$ cat src/rtl/lsu_pkg.sv
// Shared size codes, FSM state encoding and request legality check for the load/store unit.
// Pure definitions: no latency, no backpressure.
package lsu_pkg;

  localparam logic [1:0] SZ_BYTE = 2'b00;
  localparam logic [1:0] SZ_HALF = 2'b01;
  localparam logic [1:0] SZ_WORD = 2'b10;
  localparam logic [1:0] SZ_RSVD = 2'b11;

  typedef enum logic [1:0] {
    IDLE = 2'b00,
    RD   = 2'b01,
    WR   = 2'b10,
    RESP = 2'b11
  } state_t;

  // Reserved size, natural-alignment violation, or address past the end of memory.
  function automatic logic req_error(input logic [1:0]  size,
                                     input logic [31:0] addr,
                                     input logic [31:0] mem_bytes);
    logic misalign;
    misalign = ((size == SZ_HALF) && addr[0]) ||
               ((size == SZ_WORD) && (addr[1:0] != 2'b00));
    return (size == SZ_RSVD) || misalign || (addr >= mem_bytes);
  endfunction

endpackage

$ cat src/rtl/lsu_lane.sv
// Big-endian lane steering: extract+extend for loads, lane merge for sub-word stores.
// Purely combinational; no state, no backpressure.
module lsu_lane
  import lsu_pkg::*;
(
  input  logic [1:0]  off,
  input  logic [1:0]  size,
  input  logic        sgn,
  input  logic [31:0] rword,
  input  logic [31:0] wdata,
  input  logic [31:0] mword,
  output logic [31:0] ext,
  output logic [31:0] merged
);

  logic [7:0]  byte_sel;
  logic [15:0] half_sel;

  always_comb begin
    byte_sel = rword[7:0];
    case (off)
      2'd0:    byte_sel = rword[31:24];
      2'd1:    byte_sel = rword[23:16];
      2'd2:    byte_sel = rword[15:8];
      default: byte_sel = rword[7:0];
    endcase
    half_sel = off[1] ? rword[15:0] : rword[31:16];

    ext = rword;
    case (size)
      SZ_BYTE: ext = sgn ? {{24{byte_sel[7]}}, byte_sel} : {24'b0, byte_sel};
      SZ_HALF: ext = sgn ? {{16{half_sel[15]}}, half_sel} : {16'b0, half_sel};
      default: ext = rword;
    endcase
  end

  // Start from the previously read word and overwrite only the addressed lane(s).
  always_comb begin
    merged = mword;
    case (size)
      SZ_BYTE: begin
        case (off)
          2'd0:    merged[31:24] = wdata[7:0];
          2'd1:    merged[23:16] = wdata[7:0];
          2'd2:    merged[15:8]  = wdata[7:0];
          default: merged[7:0]   = wdata[7:0];
        endcase
      end
      SZ_HALF: begin
        if (off[1]) merged[15:0]  = wdata[15:0];
        else        merged[31:16] = wdata[15:0];
      end
      default: merged = wdata;
    endcase
  end

endmodule

$ cat src/rtl/load_store_unit.sv
// Single-outstanding load/store master to a word-wide big-endian memory (RMW for sub-word stores).
// Response 1 (error), 2 (load / word store) or 3 (sub-word store) cycles after accept; req_ready only in IDLE, response unthrottled.
module load_store_unit
  import lsu_pkg::*;
#(
  parameter int unsigned MEM_BYTES = 128
) (
  input  logic        clk,
  input  logic        rst_n,
  input  logic        req_valid,
  output logic        req_ready,
  input  logic        req_write,
  input  logic [1:0]  req_size,
  input  logic        req_signed,
  input  logic [31:0] req_addr,
  input  logic [31:0] req_wdata,
  output logic        resp_valid,
  output logic [31:0] resp_rdata,
  output logic        resp_err,
  output logic [31:0] mem_addr,
  output logic [31:0] mem_wdata,
  output logic        mem_read,
  output logic        mem_write,
  input  logic [31:0] mem_rdata
);

  state_t      state_q, state_d;
  logic        write_q, write_d;
  logic [1:0]  size_q, size_d;
  logic        signed_q, signed_d;
  logic [31:0] addr_q, addr_d;
  logic [31:0] wdata_q, wdata_d;
  logic        err_q, err_d;
  logic [31:0] data_q, data_d;

  logic [31:0] lane_ext;
  logic [31:0] lane_merged;

  lsu_lane u_lane (
    .off    (addr_q[1:0]),
    .size   (size_q),
    .sgn    (signed_q),
    .rword  (mem_rdata),
    .wdata  (wdata_q),
    .mword  (data_q),
    .ext    (lane_ext),
    .merged (lane_merged)
  );

  always_comb begin
    state_d  = state_q;
    write_d  = write_q;
    size_d   = size_q;
    signed_d = signed_q;
    addr_d   = addr_q;
    wdata_d  = wdata_q;
    err_d    = err_q;
    data_d   = data_q;
    case (state_q)
      IDLE: begin
        if (req_valid) begin
          write_d  = req_write;
          size_d   = req_size;
          signed_d = req_signed;
          addr_d   = req_addr;
          wdata_d  = req_wdata;
          err_d    = req_error(req_size, req_addr, 32'(MEM_BYTES));
          data_d   = '0;
          if (err_d)                                 state_d = RESP;
          else if (req_write && req_size == SZ_WORD) state_d = WR;
          else                                       state_d = RD;
        end
      end
      RD: begin
        // Stores keep the raw word for merging; loads keep the extended result.
        data_d  = write_q ? mem_rdata : lane_ext;
        state_d = write_q ? WR : RESP;
      end
      WR:      state_d = RESP;
      default: state_d = IDLE;
    endcase
  end

  always_ff @(posedge clk or negedge rst_n) begin
    if (!rst_n) begin
      state_q  <= IDLE;
      write_q  <= 1'b0;
      size_q   <= SZ_BYTE;
      signed_q <= 1'b0;
      addr_q   <= '0;
      wdata_q  <= '0;
      err_q    <= 1'b0;
      data_q   <= '0;
    end else begin
      state_q  <= state_d;
      write_q  <= write_d;
      size_q   <= size_d;
      signed_q <= signed_d;
      addr_q   <= addr_d;
      wdata_q  <= wdata_d;
      err_q    <= err_d;
      data_q   <= data_d;
    end
  end

  // Gating with rst_n keeps ready low while reset is held even though the state is already IDLE.
  assign req_ready  = rst_n && (state_q == IDLE);
  assign mem_read   = (state_q == RD);
  assign mem_write  = (state_q == WR);
  assign mem_addr   = (mem_read || mem_write) ? {addr_q[31:2], 2'b00} : '0;
  assign mem_wdata  = mem_write ? lane_merged : '0;
  assign resp_valid = (state_q == RESP);
  assign resp_err   = resp_valid && err_q;
  assign resp_rdata = (resp_valid && !write_q && !err_q) ? data_q : '0;

endmodule

$ cat config.mk
export PLATFORM = sky130hd
export DESIGN_NAME = load_store_unit
export DESIGN_NICKNAME = d
export VERILOG_FILES = /design/src/rtl/lsu_pkg.sv /design/src/rtl/lsu_lane.sv /design/src/rtl/load_store_unit.sv
export SDC_FILE = /design/constraint.sdc
export NUM_CORES = 1
export LEC_CHECK = 0
export CORE_UTILIZATION = 50
export DETAILED_ROUTE_END_ITERATION = 10
export MAX_ROUTING_LAYER = met4
export PLACE_DENSITY = 0.93
export SLEW_MARGIN = 20
export SYNTH_ARGS = -nofsm -noshare
export SYNTH_HDL_FRONTEND = slang
export SYNTH_SLANG_ARGS = --single-unit
$ cat constraint.sdc
create_clock -name clk -period 3.92 [get_ports clk]
set_clock_uncertainty 0.2 [all_clocks]
set_input_delay 1.176 -clock clk [delete_from_list [all_inputs] [get_ports clk]]
set_output_delay 1.176 -clock clk [all_outputs]
set_load 0.05 [all_outputs]
* Word-level counts from Yosys, hierarchy flattened
Cells that the tools add are included.
** Word-level totals
- Bits in registers :: 103
- Input bits :: 103
- Output and inout port bits :: 101
- Word-level logic and storage cells :: 63
** Cells by class
- Order comparisons :: 1
- Equal/unequal tests :: 10
- Mux-type cells :: 23
- Reductions and logical operators :: 21
** Operator list (count)
- 32-bit two-way mux :: 7
- 32-bit one-hot mux with 2 select lines :: 3
- 16-bit two-way mux :: 3
- 32-bit by 8-bit greater-or-equal comparator with 1-bit output, second input constant :: 1
- 8-bit two-way mux :: 4
- 8-bit one-hot mux with 3 select lines :: 1
- 2-bit equality test, second input constant :: 5
- 2-bit by 1-bit equality test with 1-bit output, second input constant :: 4
- 1-bit logical AND :: 7
- 2-bit logical NOT :: 3
- 2-bit two-way mux :: 3
- 2-bit one-hot mux with 3 select lines :: 1
- 1-bit logical OR :: 4
- 2-bit AND reduction :: 2
- 2-bit nonzero test :: 2
- 3-bit OR reduction :: 1
- 1-bit logical NOT :: 2
- 2-bit != test, second input constant :: 1
- 1-bit two-way mux :: 1

* Longest topological paths before layout
- Depth after elaboration :: 8
- Mapped depth :: 9
- Depth with buffers taken out :: 6

* By module
Synthesis repeated with hierarchy kept, for this count alone.
** Second synthesis, totals
- Cells, all modules :: 680
- Area, all modules :: 6592.6 um^2
** By module, submodules not included
- load_store_unit :: instances 1, cells each 432, area an instance 4928.5 um^2, sequential area each 2577.5 um^2
- lsu_lane :: instances 1, cells each 248, area an instance 1664.1 um^2, sequential area each 0.0 um^2

* Worst setup path after synthesis
No wires, ideal clock.
- Kind :: reg-to-output
- Start point :: register state_q[0]
- End point :: output port mem_wdata[0]
- Data arrival time :: 2029 ps
- Required time :: 2544 ps
- Slack :: 515 ps
- Stages on the path, launching flop included :: 5
- Path buffers :: 1
- Path through :: dfrtp_1 -> inv_1 -> ha_1 -> clkbuf_1 -> nor2b_1
** On the way
- Cells in the longest elaborated chain, start to end :: 2
** Ends and longest elaborated chain
- start, declared :: line load_store_unit.sv:27 : state_t state_q, state_d;
- start signal, assigned :: line load_store_unit.sv:95 : state_q <= state_d;
- 2-bit equality test :: line load_store_unit.sv:109 : assign mem_write = (state_q == WR);
- named net mem_write :: line load_store_unit.sv:23 : output logic mem_write,
- 32-bit two-way mux :: line load_store_unit.sv:111 : assign mem_wdata = mem_write ? lane_merged : '0;
- end, declared :: line load_store_unit.sv:21 : output logic [31:0] mem_wdata,
The timed path passes the listed nets, and every way through them passes these cells.

* Worst setup path in the final report
- Start point :: register state_q[0]
- End point :: output port mem_addr[18]
** On the way
- Cells in the longest elaborated chain, start to end :: 3
- Elaborated cells on any way between the ends :: 4
- Those cells by class :: eq/ne: 2; mux: 1; reduce/logical: 1
** Ends and longest elaborated chain
- 2-bit by 1-bit equality test with 1-bit output or 2-bit equality test (tied branches) :: line load_store_unit.sv:108, load_store_unit.sv:109
- 1-bit logical OR * :: line load_store_unit.sv:110 : assign mem_addr = (mem_read || mem_write) ? {addr_q[31:2], 2'b00} : '0;
- 32-bit two-way mux * :: line load_store_unit.sv:110
- end, declared :: line load_store_unit.sv:20 : output logic [31:0] mem_addr,
Every way passes the cells marked *; elsewhere a longest branch is shown, timed or not.

==> impl_metrics.json <==
{
  "status": "finished clean",
  "synth.yosys.seq_area_share_pct": 43.8,
  "power_switching_mw": 4.09,
  "critPathMaxFanout": 31,
  "final_layout_size_suffix_gt1_share_pct": 20.3,
  "nets": 860,
  "drcViolationCount": 0,
  "grt_pass1_vias": 5385,
  "worstPathArrival_ps": 2420,
  "ys_ff_latch": 103,
  "crit_required_ps": 2540,
  "std_cell_rows": 39,
  "grt_setup_unrepaired": "false",
  "sw_frac_of_total_pct": 48.4,
  "intPower_mw": 4.37,
  "num_vias": 5393,
  "clockBufferDepth": 2,
  "grt_pass1_wl_mm": 29.3,
  "die_x_um": 111,
  "wirelength_mm": 18.9,
  "ios": 204,
  "cts_tree": "done",
  "combinationalPowerShare_pct": 63.7,
  "drv_slew": 0,
  "period_needed_ps": 3790,
  "slew_headroom_pct": 49.3,
  "clk_latency_ps": 350,
  "dr.pass1.iters": 5,
  "final_cell_mix": "clkdlybuf4s50_1 (135), dfrtp_1 (102), and2_1 (73), mux2_2 (68), o21ai_0 (48)",
  "p_seq_share_pct": 24.8,
  "critPathLaunchType": "flip-flop",
  "die_h_um": 111,
  "synth_edf_count": 0,
  "clkSlewWorstSetupHoldPaths_ps": 60,
  "dieArea_um2": 12200,
  "whs_ps": 299,
  "holdBufCountCts": 0,
  "post_cts_buffers": 0,
  "setup-tns-final_ps": 0,
  "yosysWarningCount": 0,
  "track_usage_pct": 31.7,
  "crit_type": "reg -> out",
  "ir_drop_uv": 888,
  "fin_crit_sh_pct": 96.8,
  "via_per_inst": 5.99,
  "hpwl_mm": 13.9,
  "root_buffer": "clkbuf_16",
  "leakage_nw": 4.02,
  "grt_max_degree": 79,
  "fillerInstances": 777,
  "syn_area_um2": 5890,
  "htreeDepth": 3,
  "wl_per_cell_um": 21.0,
  "final_common_cell": "clkdlybuf4s50_1",
  "netlist_instances": 573,
  "numCtsBuffers": 9,
  "grt_overflow": 0,
  "ys.flop_type": "dfrtp_1",
  "fmax_mhz": 264,
  "grt_antenna_before_repair": 0,
  "drt_iter0_markers": 493,
  "postSynthAreaPerCell_um2": 10.3,
  "end_kind": "output pin",
  "diodes": 0,
  "powerDensity_nw_per_um2": 987,
  "hold_viol_final": 0,
  "maxCapViolCount": 0,
  "clkPwrFrac_pct": 11.5,
  "ant_nets": 0,
  "ys_types": 48,
  "clock-sinks": 103,
  "port_buffers": 201,
  "syn_to_final_growth_pct": 45.6,
  "tightestPinTransition_ps": 760,
  "finalSetupViolCount": 0,
  "coreArea_um2": 11500,
  "synthArstFlopShare_pct": 100,
  "place_congestion": 0.961,
  "start_util_pct": 51.3,
  "hp-class": "reg -> reg"
}
## routing by layer
metal / GRT usage [%] / vias to the layer above / wire (um)
li1: - / 2416 / -
met1: 39.7 / 2597 / 7660
met2: 50.7 / 341 / 9100
met3: 6.86 / 39 / 1580
met4: 11.7 / 0 / 569
met5: - / - / 0
## power by group through the flow
stage,combinational [mW],clock (mW),sequential (mW)
finish,5.39,0.972,2.10
global route,5.65,1.03,2.14
CTS,5.38,0.983,2.07
detailed placement,5.35,0,2.09
global placement,5.24,0,2.05
floorplan,3.70,0,1.81
## path summary, 6_finish.rpt
kind	end	from	cells past startpoint	slack (ps)
max	mem_addr[18]	state_q[0]	5	130
min	addr_q[20]	addr_q[20]	1	300
max reg2reg	data_q[22]	size_q[1]	5	1390
min reg2reg	addr_q[20]	addr_q[20]	1	300
max in group asynchronous	addr_q[1]	rst_n	3	1810
min in group asynchronous	data_q[8]	rst_n	2	660
## cells by family (layout without fill, tap and decap cells)
group | Yosys count | count (layout) | share of synthesized area, %
simple gates | 176 | 176 | 16.7
compound gates | 133 | 133 | 16.2
flops | 103 | 103 | 43.8
mux | 96 | 96 | 17.8
buf+inv | 60 | 244 | 4.57
fa+ha+maj | 4 | 4 | 0.850
other cells | 1 | 2 | 0.0637
## registers in the layout (all words and copies together), names as in the netlist
signal and count:
err_q 1, data_q 32, size_q 2, state_q 2
signed_q 1, addr_q 32, wdata_q 32, write_q 1
## critical path, stage by stage, from the launching register on
cell and delay [ps]:
dfrtp_1 410, inv_1 90, ha_1 290, buf_4 260, and2_1 210, clkdlybuf4s50_1 810
## layout make-up
cell class / count / area, um^2 / area share, %
multi-input cells: 411 / 3060 / 35.7
flip-flops and latches: 103 / 2580 / 30.1
repair buffers: 216 / 2380 / 27.8
clock buffers: 14 / 294 / 3.43
well taps: 143 / 179 / 2.09
inverters: 12 / 45.0 / 0.526
clock inverters: 2 / 35.0 / 0.409
## Yosys cell counts, types with 6 or more instances
cell type / n / area share [%]
a21oi_1: 10 / 0.85
a221o_1: 16 / 2.7
a221oi_1: 8 / 1.2
a22o_1: 8 / 1.2
a22oi_1: 16 / 2.0
a32o_1: 7 / 1.2
and2_1: 73 / 7.8
and3_1: 8 / 0.85
clkbuf_1: 32 / 2.0
dfrtp_1: 103 / 44
inv_1: 12 / 0.77
mux2_2: 68 / 13
mux2i_1: 28 / 4.8
nand2_1: 36 / 2.3
nand2b_1: 9 / 0.96
nand3_1: 7 / 0.60
nor2_1: 9 / 0.57
nor2b_1: 14 / 1.5
nor3_1: 6 / 0.51
o21ai_0: 48 / 4.1
o22ai_1: 8 / 0.85
## repair_timing
action	in CTS	in global routing
setup endpoints to repair	1	25
resized for setup	1	22
hold endpoints to repair	0	0
## stage by stage
step | std cells | total power [mW] | util (%) | instance area, um^2 | worst slack [ps]
after floorplan | 574 | 5.51 | - | 5890 | 515
after global placement | 885 | 7.29 | 71.4 | 8180 | 518
after detailed placement | 885 | 7.44 | 71.4 | 8180 | 411
after CTS | 901 | 8.44 | 74.2 | 8510 | 23.8
after global routing | 901 | 8.82 | 74.7 | 8570 | 33.7
final | 901 | 8.46 | 74.7 | 8570 | 126
No activity file was read; power rests on OpenSTA's default activity.
